--- config.mk ---
export PLATFORM = sky130hd
export DESIGN_NAME = ub_affine_ctrl
export DESIGN_NICKNAME = d
export VERILOG_FILES = /design/src/rtl/ub_ctrl_pkg.sv /design/src/rtl/ub_ctrl_dim_counter.sv /design/src/rtl/ub_affine_ctrl.sv
export SDC_FILE = /design/constraint.sdc
export NUM_CORES = 1
export LEC_CHECK = 0
export BUFFER_PORTS_ARGS = -buffer_cell sky130_fd_sc_hd__clkbuf_2
export CORE_MARGIN = 2
export CORE_UTILIZATION = 64
export CTS_BUF_LIST = sky130_fd_sc_hd__clkbuf_8 sky130_fd_sc_hd__clkbuf_16
export CTS_CLUSTER_DIAMETER = 120
export DETAILED_ROUTE_END_ITERATION = 8
export PLACE_DENSITY = 0.95
export SLEW_MARGIN = 0
export SYNTH_ARGS = -nofsm -noshare
export SYNTH_HDL_FRONTEND = slang
export SYNTH_SLANG_ARGS = --single-unit
--- constraint.sdc ---
create_clock -name clk -period 3.9 [get_ports clk]
set_input_delay 0.39 -clock clk [delete_from_list [all_inputs] [get_ports clk]]
set_output_delay 0.39 -clock clk [all_outputs]
set_load 0.05 [all_outputs]
--- src/rtl/ub_ctrl_pkg.sv ---
// Shared types for the unified-buffer affine schedule controller.
package ub_ctrl_pkg;

  localparam int unsigned UB_CTRL_WIDTH = 16;

  typedef enum logic [1:0] {
    IDLE = 2'd0,
    WAIT = 2'd1,
    RUN  = 2'd2,
    DONE = 2'd3
  } ub_ctrl_state_e;

  typedef logic [2:0][UB_CTRL_WIDTH-1:0] ub_ctrl_vars_t;

endpackage

--- src/rtl/ub_ctrl_dim_counter.sv ---
// One loop dimension: counts 0..EXT-1, flags the last value so the next level can carry.
module ub_ctrl_dim_counter
  import ub_ctrl_pkg::*;
#(
  parameter int unsigned WIDTH = UB_CTRL_WIDTH,
  parameter int unsigned EXT   = 1
) (
  input  logic             clk,
  input  logic             rst_n,
  input  logic             inc,
  input  logic             clr,
  output logic [WIDTH-1:0] val,
  output logic             wrap
);

  localparam logic [WIDTH-1:0] LAST = WIDTH'(EXT - 1);

  assign wrap = (val == LAST);

  always_ff @(posedge clk or negedge rst_n) begin
    if (!rst_n) begin
      val <= '0;
    end else if (clr) begin
      val <= '0;
    end else if (inc) begin
      val <= wrap ? '0 : val + WIDTH'(1);
    end
  end

endmodule

--- src/rtl/ub_affine_ctrl.sv ---
// Affine 3-level loop-nest scheduler driving one UB port's enable and ctrl_vars.
// Define UB_AFFINE_CTRL_ADDR_EN to add the registered linear `addr` output.
module ub_affine_ctrl
  import ub_ctrl_pkg::*;
#(
  parameter int unsigned WIDTH       = UB_CTRL_WIDTH,
  parameter int unsigned EXT0        = 1,
  parameter int unsigned EXT1        = 62,
  parameter int unsigned EXT2        = 62,
  parameter int unsigned START_DELAY = 0,
  parameter int unsigned II          = 1,
  parameter int unsigned STRIDE0     = 0,
  parameter int unsigned STRIDE1     = 62,
  parameter int unsigned STRIDE2     = 1,
  parameter int unsigned OFFSET      = 0
) (
  input  logic                  clk,
  input  logic                  rst_n,
  input  logic                  flush,
  input  logic                  stall,
  output logic                  en,
  output logic [2:0][WIDTH-1:0] ctrl_vars,
  output logic                  busy,
  output logic                  done
`ifdef UB_AFFINE_CTRL_ADDR_EN
  ,
  output logic [WIDTH-1:0]      addr
`endif
);

  // WAIT compares against START_DELAY-1 so that the issuing edge is E0+START_DELAY.
  localparam logic [WIDTH-1:0] DELAY_LAST = WIDTH'((START_DELAY == 0) ? 0 : START_DELAY - 1);
  localparam logic [WIDTH-1:0] II_LAST    = WIDTH'(II - 1);
  localparam logic             NO_DELAY   = (START_DELAY == 0);

  ub_ctrl_state_e   state, state_d;
  logic [WIDTH-1:0] delay_cnt, delay_cnt_d;
  logic [WIDTH-1:0] ii_cnt, ii_cnt_d;
  logic             en_d, busy_d, done_d;
  logic             issue, clr;
  logic [2:0]       inc, wrap;
  logic             last, ii_wrap;

  assign last    = &wrap;
  assign ii_wrap = (ii_cnt == II_LAST);

  // Index chain: [2] innermost, carries ripple toward [0].
  assign inc[2] = issue;
  assign inc[1] = issue & wrap[2];
  assign inc[0] = issue & wrap[2] & wrap[1];

  ub_ctrl_dim_counter #(.WIDTH(WIDTH), .EXT(EXT0)) u_dim0 (
    .clk(clk), .rst_n(rst_n), .inc(inc[0]), .clr(clr), .val(ctrl_vars[0]), .wrap(wrap[0])
  );
  ub_ctrl_dim_counter #(.WIDTH(WIDTH), .EXT(EXT1)) u_dim1 (
    .clk(clk), .rst_n(rst_n), .inc(inc[1]), .clr(clr), .val(ctrl_vars[1]), .wrap(wrap[1])
  );
  ub_ctrl_dim_counter #(.WIDTH(WIDTH), .EXT(EXT2)) u_dim2 (
    .clk(clk), .rst_n(rst_n), .inc(inc[2]), .clr(clr), .val(ctrl_vars[2]), .wrap(wrap[2])
  );

  always_ff @(posedge clk or negedge rst_n) begin
    if (!rst_n) state <= IDLE;
    else        state <= state_d;
  end

  always_comb begin
    state_d = state;
    if (flush) begin
      state_d = NO_DELAY ? RUN : WAIT;
    end else if (!stall) begin
      case (state)
        WAIT:    if (delay_cnt == DELAY_LAST) state_d = RUN;
        RUN:     if (ii_wrap && last) state_d = DONE;
        default: ;
      endcase
    end
  end

  always_comb begin
    delay_cnt_d = delay_cnt;
    ii_cnt_d    = ii_cnt;
    en_d        = 1'b0;
    busy_d      = busy;
    done_d      = done;
    issue       = 1'b0;
    clr         = 1'b0;
    if (flush) begin
      delay_cnt_d = '0;
      ii_cnt_d    = '0;
      clr         = 1'b1;
      done_d      = 1'b0;
      busy_d      = 1'b1;
      en_d        = NO_DELAY;
    end else if (!stall) begin
      case (state)
        WAIT: begin
          if (delay_cnt == DELAY_LAST) begin
            en_d     = 1'b1;
            ii_cnt_d = '0;
          end else begin
            delay_cnt_d = delay_cnt + WIDTH'(1);
          end
        end
        RUN: begin
          if (ii_wrap) begin
            ii_cnt_d = '0;
            if (last) begin
              done_d = 1'b1;
              busy_d = 1'b0;
            end else begin
              en_d  = 1'b1;
              issue = 1'b1;
            end
          end else begin
            ii_cnt_d = ii_cnt + WIDTH'(1);
          end
        end
        default: ;
      endcase
    end
  end

  always_ff @(posedge clk or negedge rst_n) begin
    if (!rst_n) begin
      en        <= 1'b0;
      busy      <= 1'b0;
      done      <= 1'b0;
      delay_cnt <= '0;
      ii_cnt    <= '0;
    end else begin
      en        <= en_d;
      busy      <= busy_d;
      done      <= done_d;
      delay_cnt <= delay_cnt_d;
      ii_cnt    <= ii_cnt_d;
    end
  end

`ifdef UB_AFFINE_CTRL_ADDR_EN
  // Address follows the indices' next value so it lands in the same cycle.
  logic [2:0][WIDTH-1:0] nxt;

  always_comb begin
    for (int d = 0; d < 3; d++) begin
      nxt[d] = ctrl_vars[d];
      if (clr)         nxt[d] = '0;
      else if (inc[d]) nxt[d] = wrap[d] ? '0 : ctrl_vars[d] + WIDTH'(1);
    end
  end

  always_ff @(posedge clk or negedge rst_n) begin
    if (!rst_n) addr <= WIDTH'(OFFSET);
    else        addr <= WIDTH'(OFFSET) + WIDTH'(STRIDE0) * nxt[0]
                      + WIDTH'(STRIDE1) * nxt[1] + WIDTH'(STRIDE2) * nxt[2];
  end
`endif

endmodule

---- After elaboration in Yosys (flattened, before gate mapping) ----
Cells that the tools add are included.
storage, ports and cells
  register bits after elaboration ......... 85
  bits of input ports ..................... 4
  logic and storage cells ................. 84
operators by class
  add/subtract/negate cells ............... 5
  equal/unequal tests ..................... 8
  multiplexer cells ....................... 43
  bitwise gates (word level) .............. 2
  reductions and logical operators ........ 17
operator list
  cell                   number
  $mux 16                17
  $add 16x1->16 const B  5
  $logic_not 16->1       3
  $eq 16x6->1 const B    2
  $pmux 16 s2            1
  $mux 1                 19
  $reduce_bool 2->1      7
  $reduce_and 3->1       3
  $mux 2                 4
  $reduce_and 4->1       2
  $ne 3x3->1 const B     2
  $ne 2x2->1 const B     2
  $pmux 2 s2             1
  $reduce_bool 3->1      1
  $and 1x1->1            2
  $eq 2x1->1 const B     1
  $eq 2x2->1 const B     1
  $pmux 1 s2             1
  $logic_and 1x1->1      1

---- Depth between registers and ports, before layout ----
Gate-level depths: netlist of the first run.
  depth after elaboration ................. 11
  depth in mapped cells ................... 10

---- Modules after synthesis ----
Synthesis of the first run repeated with hierarchy kept, for this count alone.
second synthesis, totals
  cell total of the unflattened synthesis .. 529
  area total of the unflattened synthesis .. 5102.4 um^2
modules (own cells, without submodules)
  module                            instances  cells an instance  area an instance (um^2)
  ub_affine_ctrl                    1          238                2157.1
  ub_ctrl_dim_counter (u_dim1 ...)  2          97                 1013.5
  ub_ctrl_dim_counter (u_dim0)      1          97                 918.4

---- Worst setup path after synthesis of the first run ----
No wires, ideal clock.
  path kind ............................... register to register
  start point ............................. register u_dim2.val[6]
  end point ............................... register u_dim0.val[15]
  setup time .............................. 0.128 ns
  data arrival time ....................... 2.433 ns
  required time ........................... 3.772 ns
  slack ................................... 1.340 ns
  stages on the path, launching flop included .. 7
  period minus slack after synthesis ...... 2.560 ns
  path through ............................ dfrtp_1 buf_6 or4_4 nor4_4 nand4_4 nor4_2 mux2_1
on the way
  longest elaborated chain between the ends .. 10
RTL lines
  element                                 line                       text
  start, declared                         ub_ctrl_dim_counter.sv:12  output logic [WIDTH-1:0] val,
  start signal, assigned                  ub_ctrl_dim_counter.sv:26  val <= wrap ? '0 : val + WIDTH'(1);
  $eq 16x6->1 (*)                         ub_ctrl_dim_counter.sv:18  assign wrap = (val == LAST);
  $reduce_and 3->1                        ub_affine_ctrl.sv:44       assign last = &wrap;
  $mux 1                                  ub_affine_ctrl.sv:108      if (last) begin
  $mux 1                                  ub_affine_ctrl.sv:106      if (ii_wrap) begin
  $mux 1                                  ub_affine_ctrl.sv:96       case (state)
  $mux 1                                  ub_affine_ctrl.sv:95       end else if (!stall) begin
  $mux 1                                  ub_affine_ctrl.sv:88       if (flush) begin
  $and 1x1->1 (*) (2 in a row)            ub_affine_ctrl.sv:50       assign inc[0] = issue & wrap[2] & wrap[1];
  $reduce_bool 2->1 (no source line) (*)  -
  end signal, assigned                    ub_ctrl_dim_counter.sv:26
  end, declared                           ub_ctrl_dim_counter.sv:12
Mark *: on every way between the ends. The rest lies on a longest branch, timed or not.
A chain may end at the register's enable or synchronous reset.

---- Worst setup path after layout of the first run ----
  start point ............................. register delay_cnt[0]
  end point ............................... register ii_cnt[15]
on the way
  longest elaborated chain between the ends .. 3
RTL lines
  element                            line                   text
  start, declared                    ub_affine_ctrl.sv:37   logic [WIDTH-1:0] delay_cnt, delay_cnt_d;
  start signal, assigned             ub_affine_ctrl.sv:135  delay_cnt <= delay_cnt_d;
  $logic_not 16->1                   ub_affine_ctrl.sv:98   if (delay_cnt == DELAY_LAST) begin
  $ne 3x3->1 (no source line)        -
  $reduce_and 3->1 (no source line)  -
  end signal, assigned               ub_affine_ctrl.sv:136  ii_cnt <= ii_cnt_d;
  end, declared                      ub_affine_ctrl.sv:38   logic [WIDTH-1:0] ii_cnt, ii_cnt_d;
No other way between the ends.

==> impl_metrics.ini, run 1 <==
[synthesis]
avgSynthCellArea_um2 = 9.299
syn-num-nets = 555
synth_cells = 539
seq_area_frac_synth_pct = 42.44
syn_area_mm2 = 0.005012
synth_top_flop_cell = dfrtp_1
synth_seq_cells = 85
ys_warn_count = 0
synth_cell_type_count = 59
synthArstFlopShare_pct = 100.0
synth_edf_count = 0

[timing]
fmax_mhz = 340.3
period_needed_ps = 2939
fin_crit_sh_pct = 75.35
slew_headroom_pct = 19.73
rsz0062_at_grt = false
setup_tns_ps = 0
worstMarginPinSlew_ps = 1203
finalSetupViolCount = 0
hold_viol = 0
hold_ws_ps = 204.0
clock_skew_ps = 8.179
slew_violations = 0
worst_slack_ps = 961.2

[layout]
nets = 596
drive_gt1_share_pct = 15.38
fin_cells = 687
antenna_cells = 0
final_util_pct = 72.56
area_growth_pct = 10.71
design_area_mm2 = 0.005549

[cts]
cts_buffers = 9
post_cts_buffers = 0
clk_pin_slew_ps = 80
clockRootBuffer = clkbuf_8
cts_resized = 0
cts_sinks = 85
cts_tree = done
ctsHoldBuffers = 0
h-tree-depth = 3
insertion_delay_ps = 360
clockBufferDepth = 2

[setup_path]
critPathLaunchType = flop
setup.worst_path.class = reg -> reg
setup.worst_path.end_class = flop
cp_max_fo = 16
worstPathArrival_ps = 3160
worst_ep_required_time_ps = 4120

[power]
p_leak_nw = 2.440
power_density_mw_per_mm2 = 307.0
power.total_mw = 1.703
ir_drop_uv = 190.4

[job]
cap_violations = 0

[status]
outcome = complete, no violations

[route]
routed-via-count = 4625
drt_iter0_drc = 343
routedWlPerCell_um = 17.66
avgViaCountPerCell = 6.732
drc = 0
detail-route-antenna-nets = 0
first_pass_iters = 5
wl_um = 12130

[min_path]
hold_path.class = in -> async

[floorplanning]
core_mm2 = 0.007647
ios = 55
start_util_pct = 65.54
rows = 32
die_area_mm2 = 0.008555
die_w_um = 92.50
die_h_um = 92.50

[global_route]
antenna_found_initial = 0
grt_pass1_wl_um = 20210
grt_max_degree = 86
grt_pass1_vias = 4190
overflow = 0
grt_usage_pct = 29.24

[placed_design]
post-place-ws_ps = 1145
globalplace.congestion = 0.9187
numPortBuffers = 54
hpwl_um = 8125
dp_cells = 671
placed_area_mm2 = 0.005309
## registers in the layout (all words and copies together) (netlist names)
register and flops:
u_dim1.val 16, en 1, ii_cnt 16, u_dim0.val 16, done 1, delay_cnt 16
busy 1, state 2, u_dim2.val 16
## placed cells by master, fill, tap and decap left out, drive strengths merged, types with 2 or more instances in the layout
cell type  count
clkbuf        63
a211oi         4
and3          14
o21ai         33
a22o           4
nand4         22
nand3         33
mux2i          2
dfrtp         85
a21oi         26
nor2b          6
a31oi          5
o211ai         4
inv           21
xnor2         13
o2bb2ai        2
ha            12
or3           12
a211o          6
o31ai         20
nor3b          5
xor2           5
and4          11
o41ai          4
nor4b          7
nand2         35
or2            5
buf            3
a41oi          4
nand2b         4
a21o          13
nor3          15
and2           5
nor2          31
o311ai         5
or4           11
mux2           2
nor4          19
bufinv         3
## cell type report
cell class | count | area (um^2)
sequential | 85 | 2127
timing repair buffer | 56 | 287.8
inverter | 19 | 71.32
multi-input combinational | 409 | 2695
clock inverter | 6 | 102.6
fill | 533 | 2098
clock buffer | 10 | 137.6
tap | 102 | 127.6
## critical path: stages (launching register included)
cell	delay, ps
dfrtp_1	420
inv_1	110
ha_1	140
nor4b_1	250
and4_1	600
o2111ai_1	630
o41ai_1	650
## cells in the mapped netlist, types with 2 or more instances
| cell | count | area, um^2 |
|---|---|---|
| o2bb2ai_1 | 2 | 17.52 |
| and4_1 | 10 | 87.58 |
| nor4_4 | 2 | 42.54 |
| mux2i_1 | 2 | 20.02 |
| buf_2 | 5 | 25.02 |
| nor4b_1 | 7 | 61.31 |
| nand2_1 | 35 | 131.4 |
| nand3_1 | 33 | 165.2 |
| nand2b_1 | 4 | 25.02 |
| a31oi_1 | 5 | 31.28 |
| inv_1 | 19 | 71.32 |
| o211ai_1 | 4 | 30.03 |
| a211o_1 | 6 | 52.55 |
| nor4_1 | 14 | 87.58 |
| o311ai_0 | 4 | 35.03 |
| o41ai_1 | 4 | 35.03 |
| nor2b_1 | 6 | 37.54 |
| a21oi_1 | 26 | 130.1 |
| clkbuf_1 | 16 | 60.06 |
| a211oi_1 | 4 | 30.03 |
| buf_1 | 3 | 11.26 |
| nor3_1 | 15 | 75.07 |
| xnor2_1 | 13 | 113.9 |
| ha_1 | 12 | 150.1 |
| or3_1 | 12 | 75.07 |
| xor2_1 | 5 | 43.79 |
| o21ai_0 | 33 | 165.2 |
| nor3b_1 | 5 | 37.54 |
| buf_6 | 2 | 22.52 |
| o31ai_1 | 20 | 150.1 |
| nor4_2 | 3 | 37.54 |
| or2_2 | 5 | 31.28 |
| dfrtp_1 | 85 | 2127 |
| a22o_1 | 4 | 35.03 |
| nand4_1 | 20 | 125.1 |
| a21o_1 | 13 | 97.59 |
| and2_1 | 5 | 31.28 |
| or4_1 | 10 | 75.07 |
| and3_1 | 14 | 87.58 |
| a41oi_1 | 4 | 35.03 |
| nor2_1 | 30 | 112.6 |
## where the power goes
part | internal (mW) | leakage, nW | switching, mW
sequential | 0.883 | 1.17 | 0.00382
combinational | 0.0138 | 1.14 | 0.0580
clock | 0.437 | 0.129 | 0.308
total | 1.33 | 2.44 | 0.369
## cell families after synthesis
kind of cell	Yosys count	share of synthesized area [%]
flops	85	42.44
mux	4	0.8487
buf+inv	45	3.794
simple gates	240	28.56
fa+ha+maj	12	2.995
compound gates	135	18.22
xor+xnor	18	3.145
## metal layers
layer | up-vias | track usage, % | share of wire, %
li1 | 2132 | - | -
met1 | 2260 | 39.21 | 43
met2 | 198 | 46.96 | 48
met3 | 35 | 5.207 | 6.3
met4 | 0 | 12.56 | 2.5
met5 | - | 0 | 0
## path summary, 6_finish.rpt
path                       slack, ps  cells after the start       endpoint          from
max                              960                      6     ii_cnt[15]  delay_cnt[0]
min                              200                      1   delay_cnt[6]         rst_n
max reg2reg                      960                      6     ii_cnt[15]  delay_cnt[0]
min reg2reg                      500                      1     ii_cnt[12]    ii_cnt[12]
max in group asynchronous       3030                      1  u_dim1.val[3]         rst_n
min in group clk                 500                      1     ii_cnt[12]    ii_cnt[12]
Note: power is estimated with default switching activity, not from simulation.
==> inputs of run 2 (changes only) <==
--- a/config.mk
+++ b/config.mk
@@ -5,13 +5,14 @@
 export SDC_FILE = /design/constraint.sdc
 export NUM_CORES = 1
 export LEC_CHECK = 0
+export ABC_AREA = 1
 export BUFFER_PORTS_ARGS = -buffer_cell sky130_fd_sc_hd__clkbuf_2
 export CORE_MARGIN = 2
-export CORE_UTILIZATION = 64
+export CORE_UTILIZATION = 54
 export CTS_BUF_LIST = sky130_fd_sc_hd__clkbuf_8 sky130_fd_sc_hd__clkbuf_16
 export CTS_CLUSTER_DIAMETER = 120
 export DETAILED_ROUTE_END_ITERATION = 8
-export PLACE_DENSITY = 0.95
+export PLACE_DENSITY = 0.86
 export SLEW_MARGIN = 0
 export SYNTH_ARGS = -nofsm -noshare
 export SYNTH_HDL_FRONTEND = slang
==> constraint.sdc (replaced) <==
create_clock -name clk -period 2.7 [get_ports clk]
set_input_delay 0.27 -clock clk [delete_from_list [all_inputs] [get_ports clk]]
set_output_delay 0.27 -clock clk [all_outputs]
set_load 0.05 [all_outputs]
==> impl_metrics.ini, run 2 <==
[status]
outcome = complete, no violations

[layout]
area_growth_pct = 11.46
drive_gt1_share_pct = 14.54
final_util_pct = 61.62
final_cell_mix = nand2_1 (188), nand3_1 (89), dfrtp_1 (85)
antenna_cells = 0
layout_commonest_cell = nand2_1
fin_cells = 982
nets = 857
design_area_mm2 = 0.006305

[setup_path]
worst_ep_required_time_ps = 2970
setup.worst_path.end_class = flop
critPathLaunchType = flop
cp_max_fo = 12
worstPathArrival_ps = 2390
setup.worst_path.class = reg -> reg

[synthesis]
yosysTopAreaCell = dfrtp_1
netlist_top_cells_area = dfrtp_1 (38%), nand2_1 (12%), nand3_1 (7.9%), nor2_1 (5.4%), inv_1 (5.2%)
synthArstFlopShare_pct = 100.0
synth.most_common_cell = nand2_1
synth_top_flop_cell = dfrtp_1
syn_area_mm2 = 0.005657
yosysTopAreaCellShare_pct = 37.60
ys_warn_count = 0
avgSynthCellArea_um2 = 7.151
synth_cell_type_count = 44
synth_seq_cells = 85
seq_area_frac_synth_pct = 37.60
synth_edf_count = 0
synth_cells = 791
netlist_top_cells_count = nand2_1 (188), nand3_1 (89), dfrtp_1 (85)
syn-num-nets = 807

[floorplanning]
die_w_um = 106.4
rows = 37
ios = 55
start_util_pct = 55.29
core_mm2 = 0.01023
die_area_mm2 = 0.01131
die_h_um = 106.4

[placed_design]
post-place-ws_ps = 632.4
numPortBuffers = 54
globalplace.congestion = 0.9301
placed_area_mm2 = 0.006055
dp_cells = 965
hpwl_um = 9363

[route]
routedWlPerCell_um = 13.23
routed-via-count = 5371
drc = 0
avgViaCountPerCell = 5.469
drt_iter0_drc = 409
detail-route-antenna-nets = 0
wl_um = 12990
first_pass_iters = 5

[cts]
clk_pin_slew_ps = 90
insertion_delay_ps = 370
post_cts_buffers = 0
h-tree-depth = 3
clockRootBuffer = clkbuf_8
cts_resized = 0
cts_sinks = 85
cts_tree = done
clockBufferDepth = 2
cts_buffers = 9

[global_route]
antenna_found_initial = 0
grt_usage_pct = 24.70
overflow = 0
grt_pass1_vias = 5075
grt_max_degree = 53
grt_pass1_wl_um = 23030

[timing]
hold_viol = 0
fmax_mhz = 473.5
clock_skew_ps = 11.39
worst_slack_ps = 588.0
worstMarginPinSlew_ps = 737.7
slew_headroom_pct = 50.64
slew_violations = 0
hold_ws_ps = 295.8
setup_tns_ps = 0
period_needed_ps = 2112
fin_crit_sh_pct = 78.22
rsz0062_at_grt = false
finalSetupViolCount = 0

[power]
ir_drop_uv = 242.2
power.total_mw = 2.810
power_density_mw_per_mm2 = 445.7
p_leak_nw = 3.004

[job]
cap_violations = 0

[min_path]
hold_path.class = in -> reg
[run 2: cell types whose count changed after synthesis, sizes merged, moves of 19 or more]
cell   previous run  this run
o31ai            20         1
nor3             15        34
inv              19        90
nor2             31        90
nand2            35       207
nand3            33        91
xor2              5        29
[run 2: path summary, 6_finish.rpt]
check	startpoint	end	slack, ps	cells past startpoint
max in group asynchronous	rst_n	delay_cnt[2]	1620	3
min reg2reg	busy	busy	490	2
min in group asynchronous	rst_n	u_dim1.val[4]	470	2
max reg2reg	ii_cnt[0]	u_dim2.val[2]	590	10
min	stall	en	300	4
max	ii_cnt[0]	u_dim2.val[2]	590	10
[run 2: cell families after synthesis]
kind of cell	count (synthesis)	share of synthesized area [%]
compound gates	79	7.852
xor+xnor	35	5.419
fa+ha+maj	12	2.654
buf+inv	115	8.339
flops	85	37.60
simple gates	465	38.13
[run 2: timing repair]
action,in CTS,in global routing
endpoints found under the hold margin,51,0
endpoints found under the setup margin,0,0
hold buffers,1,0
[run 2: report_power, final]
group	internal (mW)	switching [mW]	total (mW)
clock network	0.632	0.460	1.09
registers	1.29	0.0285	1.32
logic	0.0977	0.298	0.395
total	2.02	0.786	2.81
[run 2: final cells by class]
type | count | area [um^2]
clock buffers | 10 | 137.6
repair buffers | 63 | 367.9
clock inverters | 6 | 102.6
flip-flops and latches | 85 | 2127
inverters | 91 | 341.6
fillers | 934 | 3926
multi-input cells | 591 | 3058
well taps | 136 | 170.2
[run 2: critical path: stages (launching register included)]
cell,delay (ps)
dfrtp_1,410
inv_1,100
ha_1,150
nand3_1,80
nor2_2,160
nand3_1,100
nor2_2,160
nand2_4,110
inv_2,90
nand3_1,340
o21ai_0,320
[run 2: layer usage]
layer | wire length (um) | share of wire, % | GRT usage [%] | vias up
met5 | 0 | 0 | 0 | -
met1 | 5962 | 46 | 33.02 | 2508
met2 | 6085 | 47 | 40.52 | 140
met4 | 310 | 2.4 | 10.81 | 0
li1 | - | - | - | 2695
met3 | 631 | 4.9 | 2.759 | 28
